[src/rtl/ddr_app_arbiter.sv]
// Round-robin arbiter sharing the MIG 7-series app interface between PSC, DSC and L2.
// One single-beat read or write per grant; read data is routed back to the owning requester.
module ddr_app_arbiter #(
  parameter int ADDR_WIDTH = 28,
  parameter int DATA_WIDTH = 128,
  parameter int RD_TIMEOUT = 255
) (
  input  logic                    clk_166M66,
  input  logic                    mcu_sys_rst,
  input  logic                    i_init_calib_complete,
  input  logic                    i_psc_request,
  input  logic                    i_psc_rw,
  input  logic [ADDR_WIDTH-1:0]   i_psc_addr,
  input  logic [DATA_WIDTH-1:0]   i_psc_wdata,
  input  logic [DATA_WIDTH/8-1:0] i_psc_wmask,
  output logic                    o_psc_grant,
  output logic                    o_psc_done,
  input  logic                    i_dsc_request,
  input  logic                    i_dsc_rw,
  input  logic [ADDR_WIDTH-1:0]   i_dsc_addr,
  input  logic [DATA_WIDTH-1:0]   i_dsc_wdata,
  input  logic [DATA_WIDTH/8-1:0] i_dsc_wmask,
  output logic                    o_dsc_grant,
  output logic                    o_dsc_done,
  input  logic                    i_l2_request,
  input  logic                    i_l2_rw,
  input  logic [ADDR_WIDTH-1:0]   i_l2_addr,
  input  logic [DATA_WIDTH-1:0]   i_l2_wdata,
  input  logic [DATA_WIDTH/8-1:0] i_l2_wmask,
  output logic                    o_l2_grant,
  output logic                    o_l2_done,
  output logic [DATA_WIDTH-1:0]   o_rd_data,
  output logic                    o_rd_err,
  output logic [ADDR_WIDTH-1:0]   o_app_addr,
  output logic [2:0]              o_app_cmd,
  output logic                    o_app_en,
  input  logic                    i_app_rdy,
  output logic [DATA_WIDTH-1:0]   o_app_wdf_data,
  output logic [DATA_WIDTH/8-1:0] o_app_wdf_mask,
  output logic                    o_app_wdf_wren,
  output logic                    o_app_wdf_end,
  input  logic                    i_app_wdf_rdy,
  input  logic [DATA_WIDTH-1:0]   i_app_rd_data,
  input  logic                    i_app_rd_data_valid
);

  localparam int         MW     = DATA_WIDTH / 8;
  localparam logic [7:0] TO_LIM = 8'(RD_TIMEOUT);
  localparam logic [2:0] CMD_WR = 3'b000;
  localparam logic [2:0] CMD_RD = 3'b001;

  typedef enum logic [1:0] {IDLE, WR, RD_CMD, RD_WAIT} state_e;

  state_e                state_q, state_d;
  logic [2:0]            grant_q, grant_d;
  logic [1:0]            last_q, last_d;
  logic                  done_q, done_d, err_q, err_d;
  logic                  en_q, en_d, wren_q, wren_d;
  logic                  cmd_ok_q, cmd_ok_d, dat_ok_q, dat_ok_d;
  logic [7:0]            cnt_q, cnt_d;
  logic [2:0]            cmd_q, cmd_d;
  logic [ADDR_WIDTH-1:0] addr_q, addr_d;
  logic [DATA_WIDTH-1:0] wdata_q, wdata_d, rdata_q, rdata_d;
  logic [MW-1:0]         mask_q, mask_d;

  logic [2:0]            req, rw;
  logic [ADDR_WIDTH-1:0] req_addr  [3];
  logic [DATA_WIDTH-1:0] req_wdata [3];
  logic [MW-1:0]         req_mask  [3];
  logic [1:0]            win;

  assign req = {i_l2_request, i_dsc_request, i_psc_request};
  assign rw  = {i_l2_rw, i_dsc_rw, i_psc_rw};
  assign req_addr[0]  = i_psc_addr;
  assign req_addr[1]  = i_dsc_addr;
  assign req_addr[2]  = i_l2_addr;
  assign req_wdata[0] = i_psc_wdata;
  assign req_wdata[1] = i_dsc_wdata;
  assign req_wdata[2] = i_l2_wdata;
  assign req_mask[0]  = i_psc_wmask;
  assign req_mask[1]  = i_dsc_wmask;
  assign req_mask[2]  = i_l2_wmask;

  // Search order starts just after the last granted requester.
  function automatic logic [1:0] rr_pick(input logic [2:0] r, input logic [1:0] last);
    logic [1:0] c0, c1, c2;
    case (last)
      2'd0:    begin c0 = 2'd1; c1 = 2'd2; c2 = 2'd0; end
      2'd1:    begin c0 = 2'd2; c1 = 2'd0; c2 = 2'd1; end
      default: begin c0 = 2'd0; c1 = 2'd1; c2 = 2'd2; end
    endcase
    if (r[c0]) return c0;
    if (r[c1]) return c1;
    return c2;
  endfunction

  assign win = rr_pick(req, last_q);

  always_comb begin
    // NOTE: every _d takes its hold value first, so no branch can leave a latch behind.
    state_d  = state_q;
    grant_d  = grant_q;
    last_d   = last_q;
    done_d   = 1'b0;
    err_d    = 1'b0;
    en_d     = en_q;
    wren_d   = wren_q;
    cmd_ok_d = cmd_ok_q;
    dat_ok_d = dat_ok_q;
    cnt_d    = cnt_q;
    cmd_d    = cmd_q;
    addr_d   = addr_q;
    wdata_d  = wdata_q;
    mask_d   = mask_q;
    rdata_d  = rdata_q;
    case (state_q)
      IDLE: begin
        // The done cycle is spent in IDLE; grant drops here and arbitration waits a cycle.
        if (done_q) begin
          grant_d = '0;
        end else if (i_init_calib_complete && |req) begin
          grant_d  = 3'b001 << win;
          last_d   = win;
          addr_d   = req_addr[win];
          wdata_d  = req_wdata[win];
          mask_d   = req_mask[win];
          cmd_d    = rw[win] ? CMD_WR : CMD_RD;
          en_d     = 1'b1;
          wren_d   = rw[win];
          cmd_ok_d = 1'b0;
          dat_ok_d = 1'b0;
          state_d  = rw[win] ? WR : RD_CMD;
        end
      end
      WR: begin
        en_d     = en_q & ~i_app_rdy;
        wren_d   = wren_q & ~i_app_wdf_rdy;
        cmd_ok_d = cmd_ok_q | (en_q & i_app_rdy);
        dat_ok_d = dat_ok_q | (wren_q & i_app_wdf_rdy);
        if (cmd_ok_d && dat_ok_d) begin
          done_d  = 1'b1;
          state_d = IDLE;
        end
      end
      RD_CMD: begin
        if (i_app_rdy) begin
          en_d    = 1'b0;
          cnt_d   = '0;
          state_d = RD_WAIT;
        end
      end
      RD_WAIT: begin
        if (i_app_rd_data_valid) begin
          rdata_d = i_app_rd_data;
          done_d  = 1'b1;
          state_d = IDLE;
        end else if (cnt_q + 8'd1 == TO_LIM) begin
          rdata_d = '0;
          done_d  = 1'b1;
          err_d   = 1'b1;
          state_d = IDLE;
        end else begin
          cnt_d = cnt_q + 8'd1;
        end
      end
      default: state_d = IDLE;
    endcase
  end

  always_ff @(posedge clk_166M66) begin
    // NOTE: non-blocking updates so every register samples pre-edge values.
    if (mcu_sys_rst) begin
      state_q  <= IDLE;
      grant_q  <= '0;
      last_q   <= 2'd2;
      done_q   <= 1'b0;
      err_q    <= 1'b0;
      en_q     <= 1'b0;
      wren_q   <= 1'b0;
      cmd_ok_q <= 1'b0;
      dat_ok_q <= 1'b0;
      cnt_q    <= '0;
      cmd_q    <= CMD_WR;
      addr_q   <= '0;
      wdata_q  <= '0;
      mask_q   <= '0;
      rdata_q  <= '0;
    end else begin
      state_q  <= state_d;
      grant_q  <= grant_d;
      last_q   <= last_d;
      done_q   <= done_d;
      err_q    <= err_d;
      en_q     <= en_d;
      wren_q   <= wren_d;
      cmd_ok_q <= cmd_ok_d;
      dat_ok_q <= dat_ok_d;
      cnt_q    <= cnt_d;
      cmd_q    <= cmd_d;
      addr_q   <= addr_d;
      wdata_q  <= wdata_d;
      mask_q   <= mask_d;
      rdata_q  <= rdata_d;
    end
  end

  assign o_psc_grant    = grant_q[0];
  assign o_dsc_grant    = grant_q[1];
  assign o_l2_grant     = grant_q[2];
  assign o_psc_done     = done_q & grant_q[0];
  assign o_dsc_done     = done_q & grant_q[1];
  assign o_l2_done      = done_q & grant_q[2];
  assign o_rd_data      = rdata_q;
  assign o_rd_err       = err_q;
  assign o_app_addr     = addr_q;
  assign o_app_cmd      = cmd_q;
  assign o_app_en       = en_q;
  assign o_app_wdf_data = wdata_q;
  assign o_app_wdf_mask = mask_q;
  assign o_app_wdf_wren = wren_q;
  assign o_app_wdf_end  = wren_q;

endmodule
[config.mk]
export PLATFORM = sky130hd
export DESIGN_NAME = ddr_app_arbiter
export DESIGN_NICKNAME = d
export VERILOG_FILES = /design/src/rtl/ddr_app_arbiter.sv
export SDC_FILE = /design/constraint.sdc
export NUM_CORES = 1
export LEC_CHECK = 0
export BUFFER_PORTS_ARGS = -buffer_cell sky130_fd_sc_hd__buf_2
export CAP_MARGIN = 20
export CORE_AREA = 2 2 374 376
export DETAILED_ROUTE_END_ITERATION = 6
export DIE_AREA = 0 0 376 378
export MAX_ROUTING_LAYER = met4
export PLACE_DENSITY = 0.38
export SYNTH_ARGS = -nofsm -noshare
export SYNTH_HDL_FRONTEND = slang
export SYNTH_SLANG_ARGS = --single-unit
[constraint.sdc]
create_clock -name clk_166M66 -period 2.45 [get_ports clk_166M66]
set_clock_uncertainty 0.05 [all_clocks]
set_input_delay 0.735 -clock clk_166M66 [delete_from_list [all_inputs] [get_ports clk_166M66]]
set_output_delay 0.735 -clock clk_166M66 [all_outputs]
set_load 0.1 [all_outputs]
==> results of run 1 <==
-- routing by layer --
layer  track usage [%]
met5                 -
met4              6.53
met3              5.20
met2              21.3
met1              16.7
-- metrics by stage --
stage | util [%] | hold slack (ns)
global route | 16.6 | 0.228
CTS | 16.5 | 0.197
detailed placement | 15.2 | 0.407
global placement | 15.2 | 0.397
floorplan | - | 0.386
-- cell families after synthesis --
family	after synthesis	synth area share, %
compound gates	604	34.4
other cells	1	0.0280
simple gates	328	10.2
xor+xnor	1	0.0655
flops	322	48.2
mux	1	0.0749
fa+ha+maj	2	0.187
buf+inv	163	6.85
-- what timing repair did --
action,4_1_cts,5_1_grt
gates resized for setup,4,5
hold endpoints to repair,0,0
hold buffers,0,0
setup endpoints to repair,5,127
==> flow_metrics.tcl, run 1 <==
set metrics [dict create \
    grt_antenna_before_repair 61 \
    ios 969 \
    crit_endpoint "o_rd_data[92]$_SDFFE_PP0P_/D" \
    place_ws_ns -0.444 \
    ys_top_cells_by_count "dfxtp_1 (322), nand2_1 (182), a22o_1 (129)" \
    stop_error "[ERROR DRT-0255] Maze Route cannot find path of net i_app_rd_data[30] in worker of routeBox ( 338100 289800 ) ( 376000 338100 )." \
    die_h_um 378 \
    ys_seq_area_share_pct 48.2 \
    grt_remaining_overflow 0 \
    die_x_um 376 \
    ys_seq_elements 322 \
    syn_area_per_cell_um2 9.40 \
    failing_step "5_2_route" \
    start_util_pct 9.66 \
    gp_congestion 0.884 \
    grt_pass1_vias 15800 \
    h-tree-depth 2 \
    port_buffers 966 \
    synth_cells 1422 \
    numClockSinks 322 \
    dpl.hpwl_um 86300 \
    grt_pass1_wl_um 134000 \
    row_count 137 \
    place_area_um2 21000 \
    synthFlopType "dfxtp_1" \
    cts_root_buf "clkbuf_16" \
    cts_buffers 49 \
    status "did not finish" \
    synth_area_leaders "dfxtp_1 (48%), a22o_1 (8.4%), a222oi_1 (6.7%)" \
    synth_top_area_share_pct 48.2 \
    cts_buffer_depth 3 \
    grt_usage_pct 14.1 \
    synth_edf_count 0 \
    synth.most_common_cell "dfxtp_1" \
    syn_area_um2 13400 \
    async_reset_ff_share_pct 0 \
    postCtsSetupBuffers 0 \
    ys_types 53 \
    dpl.cell_count 4174 \
    worst_endpoint_kind "register data pin" \
    yosysWarnings 0 \
    synth_largest_area_cell "dfxtp_1" \
    grt_start_max_net_pins 94 \
]
==> run 2: changes to the inputs <==
--- a/config.mk
+++ b/config.mk
@@ -7,11 +7,10 @@
 export LEC_CHECK = 0
 export BUFFER_PORTS_ARGS = -buffer_cell sky130_fd_sc_hd__buf_2
 export CAP_MARGIN = 20
-export CORE_AREA = 2 2 374 376
+export CORE_AREA = 2 2 372 374
 export DETAILED_ROUTE_END_ITERATION = 6
-export DIE_AREA = 0 0 376 378
-export MAX_ROUTING_LAYER = met4
-export PLACE_DENSITY = 0.38
+export DIE_AREA = 0 0 374 376
+export PLACE_DENSITY_LB_ADDON = 0.15
 export SYNTH_ARGS = -nofsm -noshare
 export SYNTH_HDL_FRONTEND = slang
 export SYNTH_SLANG_ARGS = --single-unit
==> run 2 against run 1 <==
Against the previous run: the run now ends clean; synthesized cell count unchanged; global-route usage shrank 2.0 points; synthesized area stayed put.
==> flow_metrics.tcl, run 2 <==
set metrics [dict create \
    drv_cap 0 \
    place_ws_ns -0.430 \
    ys_seq_area_share_pct 48.2 \
    final_common_cell "buf_2" \
    cp.arrival_ns 1.63 \
    ant_nets 0 \
    die_h_um 376 \
    viasPerCell 3.72 \
    synth_top_area_share_pct 48.2 \
    grt_usage_pct 12.1 \
    syn_area_um2 13400 \
    synth_largest_area_cell "dfxtp_1" \
    crit_path_end_kind "primary output" \
    hold_path_class "primary input to register" \
    crit_path_max_fanout 2 \
    cp.required_ns 1.66 \
    grt_start_max_net_pins 69 \
    r2r_start "last_q[1]$_SDFFE_PP1P_" \
    layout.nets 3118 \
    clock_latency_ns 0.59 \
    dpl.hpwl_um 73400 \
    async_reset_ff_share_pct 0 \
    grt_pass1_vias 15900 \
    cts_tree "done" \
    period_minus_slack_ns 2.42 \
    ys_top_cells_by_count "dfxtp_1 (322), nand2_1 (182), a22o_1 (129)" \
    start_util_pct 9.79 \
    drv_slew 0 \
    crit_buf_inv 1 \
    gp_congestion 0.817 \
    clkTransAtPathRegs_ns 0.06 \
    area_delta_synth_final_pct 71.2 \
    r2r_slack_ns 0.09 \
    ios 969 \
    wl_per_cell_um 21.0 \
    synth_cells 1422 \
    power_leakage_nw 10.3 \
    cp_cell_sequence "buf_2" \
    cts_buffer_depth 3 \
    numClockSinks 322 \
    totalWireLength_um 90200 \
    timing_hold_violations_final 0 \
    grt_antenna_before_repair 24 \
    die_x_um 374 \
    startpoint_type "register" \
    max_stage_delay_ns 0.53 \
    ys_types 53 \
    startpoint "o_app_wdf_data[82]$_SDFFE_PP0P_" \
    slew_headroom_pct 51.9 \
    dr.pass1.iters 7 \
    fmax_ghz 0.414 \
    drcViolationCount 0 \
    whs_ns 0.298 \
    drive_gt1_share_pct 49.7 \
    status "finished, final reports clean" \
    rsz0062_at_grt "no" \
    period_share_pct 98.6 \
    die_area_um2 141000 \
    final_cell_mix "buf_2 (955), dfxtp_1 (321), nand2_1 (181)" \
    max-vdd-ir-drop_v 0.000405 \
    fin_util_pct 16.8 \
    powerDensity_nw_per_um2 909 \
    grt_remaining_overflow 0 \
    cp_slowest_cell "dfxtp_1" \
    postCtsSetupBuffers 0 \
    cts_root_buf "clkbuf_16" \
    port_buffers 966 \
    hold_start "i_app_rd_data[122]" \
    num_vias 16000 \
    synth.most_common_cell "dfxtp_1" \
    h-tree-depth 2 \
    synth_edf_count 0 \
    synthFlopType "dfxtp_1" \
    drt-initial-drc-count 1204 \
    ys_seq_elements 322 \
    row_count 136 \
    syn_area_per_cell_um2 9.40 \
    worst_pin_slew_ns 0.726 \
    worstSetupPathType "register to primary output" \
    yosysWarnings 0 \
    synth_area_leaders "dfxtp_1 (48%), a22o_1 (8.4%), a222oi_1 (6.7%)" \
    cts_buffers 44 \
    cpLargestDelayFamily "flip-flops" \
    worst_slack_ns 0.0340 \
    core_area_um2 137000 \
    grt_pass1_wl_um 123000 \
    finalSetupViolations 0 \
]
run 2: final timing paths:
check | endpoint | cells past startpoint
setup reg to reg | o_app_wdf_data[4]$_SDFFE_PP0P_ | 7
hold / removal | o_rd_data[122]$_SDFFE_PP0P_ | 2
setup / recovery | o_app_wdf_data[82] | 1
hold reg to reg | o_app_cmd[0]$_SDFFE_PP0P_ | 2
run 2: timing repair:
item | 4_1_cts | 5_1_grt
hold endpoints to repair | 0 | 0
resized for setup | 7 | 4
setup endpoints to repair | 6 | 125
pin swaps | 0 | 2
hold buffers | 0 | 0
run 2: layout make-up:
type	count	area (µm²)
Fill cell	15600	114000
Timing Repair Buffer	1147	6580
Sequential cell	322	6450
Multi-Input combinational cell	938	6080
Tap cell	1794	2240
Clock buffer	62	1270
Clock inverter	13	230
Inverter	7	26.3
Antenna cell	6	15.0
run 2: power by group:
group,switching (mW),internal (mW),total [mW]
clock network,2.65,4.21,6.86
registers,0.342,5.75,6.09
logic,5.91,1.95,7.87
run 2: routing by layer:
layer / track usage [%] / share of wire, % / up-vias
met3: 4.18 / 8.5 / 145
met4: 4.37 / 3.3 / 34
li1: - / - / 7559
met1: 14.2 / 40 / 7525
met5: 0 / 0.23 / -
met2: 20.4 / 48 / 713
run 2: metrics by stage:
stage               setup TNS, ns  power (mW)  cells  cell area [µm²]
floorplan                       0        11.4   1423            13400
global placement           -59.72        14.2   4208            21300
detailed placement         -54.77        14.2   4208            21300
CTS                             0        21.3   4283            22900
global route                    0        21.8   4285            22900
finish                          0        20.8   4289            22900
run 2: logic make-up after synthesis:
logic type | count (synthesis) | share of synthesized area (%)
xor+xnor | 1 | 0.0655
compound gates | 604 | 34.4
other cells | 1 | 0.0280
mux | 1 | 0.0749
buf+inv | 163 | 6.85
flops | 322 | 48.2
fa+ha+maj | 2 | 0.187
simple gates | 328 | 10.2
Note: power is estimated with default switching activity, not from simulation.
